--- src/rtl/usb_buffer_arbiter_if.sv ---
// Handshake bundle between the buffer arbiter, its four requesters and the buffer RAM.
// The master side is the environment; the slave side is the arbiter.
interface usb_buffer_arbiter_if #(
    parameter int unsigned PTR_W = 6,
    parameter int unsigned OCC_W = 7
);
    logic             clear;
    logic             rx_wreq;
    logic [7:0]       rx_wdata;
    logic             rx_wack;
    logic             tx_rreq;
    logic             tx_rack;
    logic [7:0]       tx_rdata;
    logic             tx_rvalid;
    logic             ahb_wreq;
    logic [7:0]       ahb_wdata;
    logic             ahb_wack;
    logic             ahb_rreq;
    logic             ahb_rack;
    logic [7:0]       ahb_rdata;
    logic             ahb_rvalid;
    logic             mem_wen;
    logic [PTR_W-1:0] mem_addr;
    logic [7:0]       mem_wdata;
    logic [7:0]       mem_rdata;
    logic [OCC_W-1:0] buffer_occupancy;
    logic             err_overflow;
    logic             err_underflow;

    modport master (
        output clear, rx_wreq, rx_wdata, tx_rreq, ahb_wreq, ahb_wdata, ahb_rreq, mem_rdata,
        input  rx_wack, tx_rack, tx_rdata, tx_rvalid, ahb_wack, ahb_rack, ahb_rdata, ahb_rvalid,
        input  mem_wen, mem_addr, mem_wdata, buffer_occupancy, err_overflow, err_underflow
    );

    modport slave (
        input  clear, rx_wreq, rx_wdata, tx_rreq, ahb_wreq, ahb_wdata, ahb_rreq, mem_rdata,
        output rx_wack, tx_rack, tx_rdata, tx_rvalid, ahb_wack, ahb_rack, ahb_rdata, ahb_rvalid,
        output mem_wen, mem_addr, mem_wdata, buffer_occupancy, err_overflow, err_underflow
    );
endinterface

--- src/rtl/usb_buffer_arbiter.sv ---
// Single-port 64-byte FIFO buffer shared by USB RX/TX and the AHB slave.
// USB has strict priority over AHB; each group round-robins between its writer and reader.
module usb_buffer_arbiter #(
    parameter int unsigned DEPTH = 64,
    parameter int unsigned PTR_W = 6,
    parameter int unsigned OCC_W = 7
) (
    input logic                clk,
    input logic                rst,
    usb_buffer_arbiter_if.slave bus
);
    logic [PTR_W-1:0] wr_ptr_q, rd_ptr_q;
    logic [OCC_W-1:0] occ_q;
    logic             err_ov_q, err_un_q;
    // Toggle bits: 1 means the write member of the group won last.
    logic             usb_last_q, ahb_last_q;
    logic             tx_rvalid_q, ahb_rvalid_q, ret_zero_q;

    logic g_rx, g_tx, g_aw, g_ar;
    logic wr_grant, rd_grant, full, empty;

    always_comb begin
        g_rx = 1'b0;
        g_tx = 1'b0;
        g_aw = 1'b0;
        g_ar = 1'b0;
        if (!bus.clear) begin
            if (bus.rx_wreq && bus.tx_rreq) begin
                g_rx = ~usb_last_q;
                g_tx = usb_last_q;
            end else if (bus.rx_wreq || bus.tx_rreq) begin
                g_rx = bus.rx_wreq;
                g_tx = bus.tx_rreq;
            end else if (bus.ahb_wreq && bus.ahb_rreq) begin
                g_aw = ~ahb_last_q;
                g_ar = ahb_last_q;
            end else begin
                g_aw = bus.ahb_wreq;
                g_ar = bus.ahb_rreq;
            end
        end
    end

    assign wr_grant = g_rx | g_aw;
    assign rd_grant = g_tx | g_ar;
    assign full     = (occ_q == OCC_W'(DEPTH));
    assign empty    = (occ_q == '0);

    assign bus.rx_wack  = g_rx;
    assign bus.tx_rack  = g_tx;
    assign bus.ahb_wack = g_aw;
    assign bus.ahb_rack = g_ar;

    assign bus.mem_wen   = wr_grant & ~full;
    assign bus.mem_addr  = wr_grant ? wr_ptr_q : (rd_grant ? rd_ptr_q : '0);
    assign bus.mem_wdata = g_rx ? bus.rx_wdata : (g_aw ? bus.ahb_wdata : 8'h00);

    // RAM output is already registered, so the return is steered straight through.
    assign bus.tx_rdata   = (tx_rvalid_q && !ret_zero_q) ? bus.mem_rdata : 8'h00;
    assign bus.ahb_rdata  = (ahb_rvalid_q && !ret_zero_q) ? bus.mem_rdata : 8'h00;
    assign bus.tx_rvalid  = tx_rvalid_q;
    assign bus.ahb_rvalid = ahb_rvalid_q;

    assign bus.buffer_occupancy = occ_q;
    assign bus.err_overflow     = err_ov_q;
    assign bus.err_underflow    = err_un_q;

    always_ff @(posedge clk) begin
        if (rst) begin
            wr_ptr_q     <= '0;
            rd_ptr_q     <= '0;
            occ_q        <= '0;
            err_ov_q     <= 1'b0;
            err_un_q     <= 1'b0;
            usb_last_q   <= 1'b0;
            ahb_last_q   <= 1'b0;
            tx_rvalid_q  <= 1'b0;
            ahb_rvalid_q <= 1'b0;
            ret_zero_q   <= 1'b0;
        end else begin
            tx_rvalid_q  <= g_tx;
            ahb_rvalid_q <= g_ar;
            ret_zero_q   <= empty;
            if (bus.clear) begin
                wr_ptr_q <= '0;
                rd_ptr_q <= '0;
                occ_q    <= '0;
                err_ov_q <= 1'b0;
                err_un_q <= 1'b0;
            end else if (wr_grant) begin
                if (full) begin
                    err_ov_q <= 1'b1;
                end else begin
                    wr_ptr_q <= wr_ptr_q + PTR_W'(1);
                    occ_q    <= occ_q + OCC_W'(1);
                end
            end else if (rd_grant) begin
                if (empty) begin
                    err_un_q <= 1'b1;
                end else begin
                    rd_ptr_q <= rd_ptr_q + PTR_W'(1);
                    occ_q    <= occ_q - OCC_W'(1);
                end
            end
            if (g_rx || g_tx) usb_last_q <= g_rx;
            if (g_aw || g_ar) ahb_last_q <= g_aw;
        end
    end
endmodule

--- src/flat_wrapper.sv ---
// flat-port wrapper written by rule: the top's interface ports become plain ports
module usb_buffer_arbiter_flat 
#(
    parameter int unsigned DEPTH = 64,
    parameter int unsigned PTR_W = 6,
    parameter int unsigned OCC_W = 7
)
  (clk, rst, bus_clear, bus_rx_wreq, bus_rx_wdata, bus_tx_rreq, bus_ahb_wreq, bus_ahb_wdata, bus_ahb_rreq, bus_mem_rdata, bus_rx_wack, bus_tx_rack, bus_tx_rdata, bus_tx_rvalid, bus_ahb_wack, bus_ahb_rack, bus_ahb_rdata, bus_ahb_rvalid, bus_mem_wen, bus_mem_addr, bus_mem_wdata, bus_buffer_occupancy, bus_err_overflow, bus_err_underflow);
  usb_buffer_arbiter_if #(.PTR_W(PTR_W), .OCC_W(OCC_W)) bus_i ();
  input logic clk;
  input logic rst;
  input wire logic [$bits(bus_i.clear)-1:0] bus_clear;
  input wire logic [$bits(bus_i.rx_wreq)-1:0] bus_rx_wreq;
  input wire logic [$bits(bus_i.rx_wdata)-1:0] bus_rx_wdata;
  input wire logic [$bits(bus_i.tx_rreq)-1:0] bus_tx_rreq;
  input wire logic [$bits(bus_i.ahb_wreq)-1:0] bus_ahb_wreq;
  input wire logic [$bits(bus_i.ahb_wdata)-1:0] bus_ahb_wdata;
  input wire logic [$bits(bus_i.ahb_rreq)-1:0] bus_ahb_rreq;
  input wire logic [$bits(bus_i.mem_rdata)-1:0] bus_mem_rdata;
  output wire logic [$bits(bus_i.rx_wack)-1:0] bus_rx_wack;
  output wire logic [$bits(bus_i.tx_rack)-1:0] bus_tx_rack;
  output wire logic [$bits(bus_i.tx_rdata)-1:0] bus_tx_rdata;
  output wire logic [$bits(bus_i.tx_rvalid)-1:0] bus_tx_rvalid;
  output wire logic [$bits(bus_i.ahb_wack)-1:0] bus_ahb_wack;
  output wire logic [$bits(bus_i.ahb_rack)-1:0] bus_ahb_rack;
  output wire logic [$bits(bus_i.ahb_rdata)-1:0] bus_ahb_rdata;
  output wire logic [$bits(bus_i.ahb_rvalid)-1:0] bus_ahb_rvalid;
  output wire logic [$bits(bus_i.mem_wen)-1:0] bus_mem_wen;
  output wire logic [$bits(bus_i.mem_addr)-1:0] bus_mem_addr;
  output wire logic [$bits(bus_i.mem_wdata)-1:0] bus_mem_wdata;
  output wire logic [$bits(bus_i.buffer_occupancy)-1:0] bus_buffer_occupancy;
  output wire logic [$bits(bus_i.err_overflow)-1:0] bus_err_overflow;
  output wire logic [$bits(bus_i.err_underflow)-1:0] bus_err_underflow;
  assign bus_i.clear = bus_clear;
  assign bus_i.rx_wreq = bus_rx_wreq;
  assign bus_i.rx_wdata = bus_rx_wdata;
  assign bus_i.tx_rreq = bus_tx_rreq;
  assign bus_i.ahb_wreq = bus_ahb_wreq;
  assign bus_i.ahb_wdata = bus_ahb_wdata;
  assign bus_i.ahb_rreq = bus_ahb_rreq;
  assign bus_i.mem_rdata = bus_mem_rdata;
  assign bus_rx_wack = bus_i.rx_wack;
  assign bus_tx_rack = bus_i.tx_rack;
  assign bus_tx_rdata = bus_i.tx_rdata;
  assign bus_tx_rvalid = bus_i.tx_rvalid;
  assign bus_ahb_wack = bus_i.ahb_wack;
  assign bus_ahb_rack = bus_i.ahb_rack;
  assign bus_ahb_rdata = bus_i.ahb_rdata;
  assign bus_ahb_rvalid = bus_i.ahb_rvalid;
  assign bus_mem_wen = bus_i.mem_wen;
  assign bus_mem_addr = bus_i.mem_addr;
  assign bus_mem_wdata = bus_i.mem_wdata;
  assign bus_buffer_occupancy = bus_i.buffer_occupancy;
  assign bus_err_overflow = bus_i.err_overflow;
  assign bus_err_underflow = bus_i.err_underflow;
  usb_buffer_arbiter #(.DEPTH(DEPTH), .PTR_W(PTR_W), .OCC_W(OCC_W)) u_core (.clk(clk), .rst(rst), .bus(bus_i));
endmodule
--- config.mk ---
export PLATFORM = sky130hd
export DESIGN_NAME = usb_buffer_arbiter_flat
export DESIGN_NICKNAME = d
export VERILOG_FILES = /design/src/rtl/usb_buffer_arbiter_if.sv /design/src/rtl/usb_buffer_arbiter.sv /design/src/flat_wrapper.sv
export SDC_FILE = /design/constraint.sdc
export NUM_CORES = 1
export LEC_CHECK = 0
export ABC_CLOCK_PERIOD_IN_PS = 6850
export CORE_UTILIZATION = 44
export DETAILED_ROUTE_END_ITERATION = 8
export PLACE_DENSITY = 0.9
export SETUP_SLACK_MARGIN = 0.4
export SLEW_MARGIN = 20
export SYNTH_ARGS = -nofsm -noshare
export SYNTH_HDL_FRONTEND = slang
export SYNTH_SLANG_ARGS = --single-unit
--- constraint.sdc ---
create_clock -name clk -period 6.85 [get_ports clk]
set_input_delay 1.37 -clock clk [delete_from_list [all_inputs] [get_ports clk]]
set_output_delay 1.37 -clock clk [all_outputs]
set_load 0.03 [all_outputs]
==> flow_metrics.env, run 1 <==
export IMPL_final_setup_tns_ns=0
export IMPL_cellLeakagePower_nw=0.880
export IMPL_setup_reg_to_reg_worst_slack_ns=3.95
export IMPL_cts_repair_resized=0
export IMPL_drv_cap=0
export IMPL_synth_largest_area_cell="sky130_fd_sc_hd__dfxtp_1"
export IMPL_worst_setup_path_start_kind="input port"
export IMPL_portBuffers=76
export IMPL_worstRegToRegCells=8
export IMPL_crit_path_end_kind="primary output"
export IMPL_height_of_the_die_um=63.2
export IMPL_total_of_warnings_raised_by_yosys=0
export IMPL_worstHoldPathType="flop to flop"
export IMPL_fmaxAchievable_mhz=192
export IMPL_synthCells=196
export IMPL_power_mw=0.398
export IMPL_detail_route_drc_violations=0
export IMPL_dieArea_sq_mm=0.00399
export IMPL_htreeDepth=1
export IMPL_fin_crit_sh_pct=76.1
export IMPL_seq_power_share_pct=41.0
export IMPL_final_min_clock_period_ns=5.21
export IMPL_ys_flop_type="sky130_fd_sc_hd__dfxtp_1"
export IMPL_areaGrowthSynthToFinish_pct=50.6
export IMPL_num_cts_buffers=3
export IMPL_gr_usage_all_layers_pct=21.7
export IMPL_first_global_vias=1529
export IMPL_synthArstFlopShare_pct=0
export IMPL_num_vias=1711
export IMPL_multi_input_area_sq_mm=0.00105
export IMPL_cts_setup_buffers=0
export IMPL_maximum_number_of_pins_on_one_net_before_global_route_repair=19
export IMPL_clockRootBuffer="sky130_fd_sc_hd__clkbuf_8"
export IMPL_worst_slew_pin_transition_ns=0.606
export IMPL_power_combinational_fraction_pct=26.9
export IMPL_timing_critical_path_from="bus_ahb_wreq"
export IMPL_timing_critical_path_slowest_stage_cell="sky130_fd_sc_hd__clkdlybuf4s50_1"
export IMPL_clock_sinks=26
export IMPL_vdd_drop_max_mv=0.0935
export IMPL_finish_instance_area_sq_mm=0.00248
export IMPL_placementRows=21
export IMPL_hold_path_depth=2
export IMPL_cp_arrival_ns=3.84
export IMPL_synthesis_nets=230
export IMPL_synth_top_area_share_pct=31.6
export IMPL_timing_rr_start="u_core.ahb_last_q"
export IMPL_intPower_mw=0.285
export IMPL_fin_util_pct=71.5
export IMPL_antenna_violations_before_repair=0
export IMPL_tritoncts="done"
export IMPL_drt_vias_per_instance=5.50
export IMPL_wire_per_inst_um=13.6
export IMPL_clk_transition_reported_paths_ns=0.09
export IMPL_mean_cell_area_of_the_mapped_netlist_sq_um=8.41
export IMPL_globalRoute_totalOverflow=0
export IMPL_timing_final_hold_violations=0
export IMPL_run_status="finished clean"
export IMPL_maximum_buffer_depth_of_the_clock_tree=2
export IMPL_cp_cell_sequence="clkdlybuf4s50_1 -> a21boi_0 -> a22o_1 -> a22o_1 -> clkdlybuf4s50_1"
export IMPL_ant_nets=0
export IMPL_holdBufCountCts=0
export IMPL_slew_violations=0
export IMPL_fill_cells=295
export IMPL_synth_seq_cells=26
export IMPL_final_net_count=300
export IMPL_totalWireLength_mm=4.22
export IMPL_core_area_sq_mm=0.00347
export IMPL_clock_skew_final_ns=0.00423
export IMPL_clock_power_share_pct=32.1
export IMPL_initialDrtViolationCount=58
export IMPL_cp_endpoint="bus_mem_addr[2]"
export IMPL_grt_setup_unrepaired="false"
export IMPL_cpPeakStageDelay_ns=0.67
export IMPL_antenna_cells_inserted=0
export IMPL_gp_congestion=0.776
export IMPL_seq_area_sq_um=520
export IMPL_final_layout_size_suffix_gt1_share_pct=4.91
export IMPL_initial_core_util_pct=47.5
export IMPL_die_w_um=63.2
export IMPL_yosys_top_cells_area="sky130_fd_sc_hd__dfxtp_1, sky130_fd_sc_hd__a22o_1, sky130_fd_sc_hd__and2_1"
export IMPL_drt_pass1_iterations=4
export IMPL_relative_slew_slack_pct=59.6
export IMPL_grt_first_pass_wirelength_mm=7.06
export IMPL_timing_critical_path_required_ns=5.48
export IMPL_sw_frac_of_total_pct=28.5
export IMPL_seq_area_frac_synth_pct=31.6
export IMPL_synth_edf_count=0
export IMPL_syn_area_sq_mm=0.00165
export IMPL_clock_insertion_delay_worst_skew_ns=0.27
export IMPL_synth_cell_type_count=43
export IMPL_floorplan_io_pins=77
export IMPL_placed_cell_area_sq_mm=0.00241
export IMPL_powerDensity_mw_per_mm2=161
export IMPL_total_switching_power_mw=0.113
export IMPL_setup_viol=0
export IMPL_kind_of_critical_path="input port to primary output"
export IMPL_worstReg2RegEnd="u_core.bus.buffer_occupancy[4]"
export IMPL_worstPathMaxFanout=15
export IMPL_hpwl_mm=3.24
==> power by group through the flow <==
stage	registers (mW)	clock network [mW]	logic (mW)
2_1_floorplan	0.169	0	0.0654
3_3_place_gp	0.166	0	0.106
3_5_place_dp	0.167	0	0.107
4_1_cts	0.163	0.130	0.108
5_1_grt	0.164	0.136	0.115
6_report	0.163	0.128	0.107
==> kinds of logic after synthesis <==
group	Yosys count	synth area share [%]
fa+ha+maj	3	2.28
compound gates	45	22.5
simple gates	94	32.0
mux	2	1.21
xor+xnor	11	5.85
flops	26	31.6
buf+inv	15	4.56
==> registers in the layout (all words and copies together), names as in the netlist <==
signal	flops
u_core.bus.buffer_occupancy	7
u_core.bus.err_underflow	1
u_core.ret_zero_q	1
u_core.bus.tx_rvalid	1
u_core.ahb_last_q	1
u_core.bus.err_overflow	1
u_core.rd_ptr_q	6
u_core.bus.ahb_rvalid	1
u_core.wr_ptr_q	6
u_core.usb_last_q	1
==> how the worst min path moves through the flow <==
stage | startpoint | to | slack, ns
global route | u_core.usb_last_q | u_core.usb_last_q | 0.54
finish | u_core.usb_last_q | u_core.usb_last_q | 0.49
global placement | u_core.bus.err_underflow | u_core.bus.err_underflow | 0.45
CTS | u_core.bus.err_underflow | u_core.bus.err_underflow | 0.49
detailed placement | u_core.bus.err_underflow | u_core.bus.err_underflow | 0.46
floorplan | u_core.usb_last_q | u_core.usb_last_q | 0.45
==> cell usage after synthesis (all sizes together) (3+ instances only) <==
cell and count:
dfxtp 26, and2 20, nor2 19, a22o 15
a21oi 11, nand2 11, xnor2 8, or3 7
buf 6, clkbuf 6, nor2b 5, nor3 5
or4 5, nand3 4, nand4 4, a211oi 3
ha 3, inv 3, nand2b 3, nor4 3
nor4b 3, o31ai 3, xor2 3
==> critical path: cells and delay by family <==
kind / cells / cell delay [ns]
buffers and inverters: 2 / 1.14
AO/OA/AOI/OAI: 3 / 1.33
==> cells in the final DEF (no fill, tap or decap), types with 5 or more instances in the layout <==
master / n
sky130_fd_sc_hd__dfxtp_1: 26
sky130_fd_sc_hd__and2_1: 20
sky130_fd_sc_hd__nor2_1: 19
sky130_fd_sc_hd__or3_1: 7
sky130_fd_sc_hd__clkdlybuf4s50_1: 76
sky130_fd_sc_hd__a22o_1: 15
sky130_fd_sc_hd__a21oi_1: 10
sky130_fd_sc_hd__xnor2_1: 8
sky130_fd_sc_hd__nor2b_1: 5
sky130_fd_sc_hd__nor3_1: 5
sky130_fd_sc_hd__nand2_1: 11
==> area by class of cell <==
cell class	count	area share, %
Multi-Input combinational cell	155	42.4
Timing Repair Buffer	77	31.0
Sequential cell	26	21.0
Tap cell	46	2.32
Clock buffer	3	1.66
Clock inverter	1	1.21
Inverter	3	0.454
==> per-layer routing <==
| layer | up-vias | part of all wire (%) | track usage (%) |
|---|---|---|---|
| met3 | 7 | 7.2 | 3.44 |
| met4 | 0 | 1.1 | 7.10 |
| li1 | 853 | - | - |
| met5 | - | 0 | 0 |
| met1 | 782 | 46 | 28.0 |
| met2 | 69 | 46 | 36.6 |
==> metrics by stage <==
| step | std cells | setup WS (ns) | hold slack, ns |
|---|---|---|---|
| finish | 311 | 1.64 | 0.489 |
| CTS | 311 | 1.64 | 0.488 |
| global route | 311 | 1.46 | 0.539 |
| floorplan | 196 | 2.69 | 0.453 |
| global placement | 307 | 1.68 | 0.453 |
| detailed placement | 307 | 1.64 | 0.463 |
(Power assumes the default switching activity.)
==> run 2, diff against run 1 <==
--- a/config.mk
+++ b/config.mk
@@ -5,10 +5,10 @@
 export SDC_FILE = /design/constraint.sdc
 export NUM_CORES = 1
 export LEC_CHECK = 0
-export ABC_CLOCK_PERIOD_IN_PS = 6850
-export CORE_UTILIZATION = 44
+export ABC_CLOCK_PERIOD_IN_PS = 4500
+export CORE_UTILIZATION = 37
 export DETAILED_ROUTE_END_ITERATION = 8
-export PLACE_DENSITY = 0.9
+export PLACE_DENSITY = 0.81
 export SETUP_SLACK_MARGIN = 0.4
 export SLEW_MARGIN = 20
 export SYNTH_ARGS = -nofsm -noshare
==> constraint.sdc (replaced) <==
create_clock -name clk -period 4.5 [get_ports clk]
set_input_delay 0.9 -clock clk [delete_from_list [all_inputs] [get_ports clk]]
set_output_delay 0.9 -clock clk [all_outputs]
set_load 0.03 [all_outputs]
==> flow_metrics.env, run 2 (same netlist as run 1, synthesis figures left out) <==
export IMPL_run_status="finished clean"
export IMPL_fin_crit_sh_pct=87.5
export IMPL_cts_repair_resized=0
export IMPL_final_setup_tns_ns=0
export IMPL_crit_path_end_kind="primary output"
export IMPL_clock_insertion_delay_worst_skew_ns=0.27
export IMPL_tritoncts="done"
export IMPL_cellLeakagePower_nw=1.00
export IMPL_final_cell_mix="sky130_fd_sc_hd__clkdlybuf4s50_1, sky130_fd_sc_hd__dfxtp_1, sky130_fd_sc_hd__and2_1, sky130_fd_sc_hd__nor2_1, sky130_fd_sc_hd__a22o_1"
export IMPL_fmaxAchievable_mhz=254
export IMPL_cpPeakStageDelay_ns=0.66
export IMPL_worst_setup_path_start_kind="input port"
export IMPL_cp_cell_sequence="clkdlybuf4s50_1 -> or3_1 -> or3_1 -> inv_1 -> clkdlybuf4s50_1"
export IMPL_gr_usage_all_layers_pct=19.1
export IMPL_layout_cells_most_common="sky130_fd_sc_hd__clkdlybuf4s50_1"
export IMPL_cp_arrival_ns=3.04
export IMPL_setup_reg_to_reg_worst_slack_ns=1.89
export IMPL_largest_reg_flops=7
export IMPL_die_w_um=68.7
export IMPL_maximum_number_of_pins_on_one_net_before_global_route_repair=19
export IMPL_setup_viol=0
export IMPL_timing_final_hold_violations=0
export IMPL_drt_pass1_iterations=4
export IMPL_fin_ws_ns=0.561
export IMPL_final_min_clock_period_ns=3.94
export IMPL_critical_path_top_delay_family="buffers and inverters"
export IMPL_floorplan_io_pins=77
export IMPL_areaGrowthSynthToFinish_pct=53.2
export IMPL_ant_nets=0
export IMPL_drv_cap=0
export IMPL_hold_path_depth=2
export IMPL_worstPathMaxFanout=8
export IMPL_antenna_violations_before_repair=0
export IMPL_wire_per_inst_um=13.4
export IMPL_final_net_count=302
export IMPL_placementRows=23
export IMPL_place_worst_setup_slack_ns=0.492
export IMPL_timing_critical_path_slowest_stage_cell="sky130_fd_sc_hd__clkdlybuf4s50_1"
export IMPL_clock_skew_final_ns=0.00696
export IMPL_holdBufCountCts=0
export IMPL_slew_violations=0
export IMPL_drt_vias_per_instance=5.36
export IMPL_relative_slew_slack_pct=59.8
export IMPL_initialDrtViolationCount=51
export IMPL_worstReg2RegEnd="u_core.bus.buffer_occupancy[4]"
export IMPL_first_global_vias=1525
export IMPL_core_area_sq_mm=0.00414
export IMPL_clk_transition_reported_paths_ns=0.10
export IMPL_multi_input_area_sq_mm=0.00106
export IMPL_clockRootBuffer="sky130_fd_sc_hd__clkbuf_8"
export IMPL_worstHoldPathType="flop to flop"
export IMPL_totalWireLength_mm=4.25
export IMPL_cp_endpoint="bus_ahb_rack"
export IMPL_globalRoute_totalOverflow=0
export IMPL_worst_slew_pin_transition_ns=0.598
export IMPL_grt_setup_unrepaired="false"
export IMPL_crit_cells=5
export IMPL_initial_core_util_pct=39.8
export IMPL_timing_critical_path_required_ns=3.60
export IMPL_num_vias=1698
export IMPL_final_layout_size_suffix_gt1_share_pct=6.37
export IMPL_timing_critical_path_from="bus_clear"
export IMPL_timing_rr_start="u_core.ahb_last_q"
export IMPL_fill_cells=397
export IMPL_detail_route_drc_violations=0
export IMPL_maximum_buffer_depth_of_the_clock_tree=2
export IMPL_gp_congestion=0.802
export IMPL_height_of_the_die_um=68.7
export IMPL_num_cts_buffers=3
export IMPL_portBuffers=76
export IMPL_path_buf_inv=3
export IMPL_clock_sinks=26
export IMPL_seq_area_sq_um=520
export IMPL_powerDensity_mw_per_mm2=242
export IMPL_hpwl_mm=3.23
export IMPL_cts_setup_buffers=0
export IMPL_worstRegToRegCells=9
export IMPL_dieArea_sq_mm=0.00472
export IMPL_kind_of_critical_path="input port to primary output"
export IMPL_vdd_drop_max_mv=0.159
export IMPL_htreeDepth=1
export IMPL_antenna_cells_inserted=0
export IMPL_grt_first_pass_wirelength_mm=6.93
## run 2: cell count changes in the layout (fill, tap and decap cells not counted), sizes merged
cell	before	now
clkdlybuf4s50	76	70
dlymetal6s2s	0	6
buf	1	3
## run 2: worst register-to-register path, cell delays in order (launching register included)
cell and delay (ns):
sky130_fd_sc_hd__dfxtp_1 0.33, sky130_fd_sc_hd__a21boi_1 0.30, sky130_fd_sc_hd__a22o_1 0.35, sky130_fd_sc_hd__buf_4 0.24
sky130_fd_sc_hd__xnor2_1 0.08, sky130_fd_sc_hd__ha_1 0.24, sky130_fd_sc_hd__a221oi_1 0.32, sky130_fd_sc_hd__a32oi_1 0.12
sky130_fd_sc_hd__or4_1 0.42, sky130_fd_sc_hd__a21oi_1 0.14
## run 2: worst min path at each step
stage	to	slack (ns)	from
2_1_floorplan	u_core.usb_last_q	0.45	u_core.usb_last_q
3_3_place_gp	u_core.bus.err_underflow	0.46	u_core.bus.err_underflow
3_5_place_dp	u_core.bus.err_underflow	0.46	u_core.bus.err_underflow
4_1_cts	u_core.bus.err_underflow	0.49	u_core.bus.err_underflow
5_1_grt	u_core.usb_last_q	0.52	u_core.usb_last_q
6_report	u_core.bus.err_underflow	0.49	u_core.bus.err_underflow
## run 2: where the power goes
group | internal [mW] | switching, mW
Clock | 0.119 | 0.0766
Combinational | 0.0791 | 0.0886
Sequential | 0.238 | 0.0103
Total | 0.436 | 0.175
## run 2: layout make-up
type,count,share of cell area [%]
Multi-Input combinational cell,155,42.0
Timing Repair Buffer,79,31.6
Sequential cell,26,20.6
Tap cell,50,2.48
Clock buffer,3,1.64
Clock inverter,1,1.19
Inverter,3,0.446
## run 2: routing by layer
layer,global-route usage (%),wire length (um),vias up
li1,-,-,860
met1,24.0,1910,781
met2,33.9,1990,52
met3,2.96,313,5
met4,4.59,30,0
met5,0,0,-
## run 2: stage by stage
stage / hold slack, ns / cell area, sq um / utilization, % / power, mW / instances
final: 0.489 / 2520 / 60.9 / 0.611 / 317
after global routing: 0.521 / 2520 / 60.9 / 0.640 / 317
after CTS: 0.488 / 2500 / 60.4 / 0.613 / 317
after detailed placement: 0.463 / 2430 / 58.6 / 0.420 / 313
after global placement: 0.455 / 2430 / 58.6 / 0.417 / 313
after floorplan: 0.453 / 1650 / - / 0.357 / 196
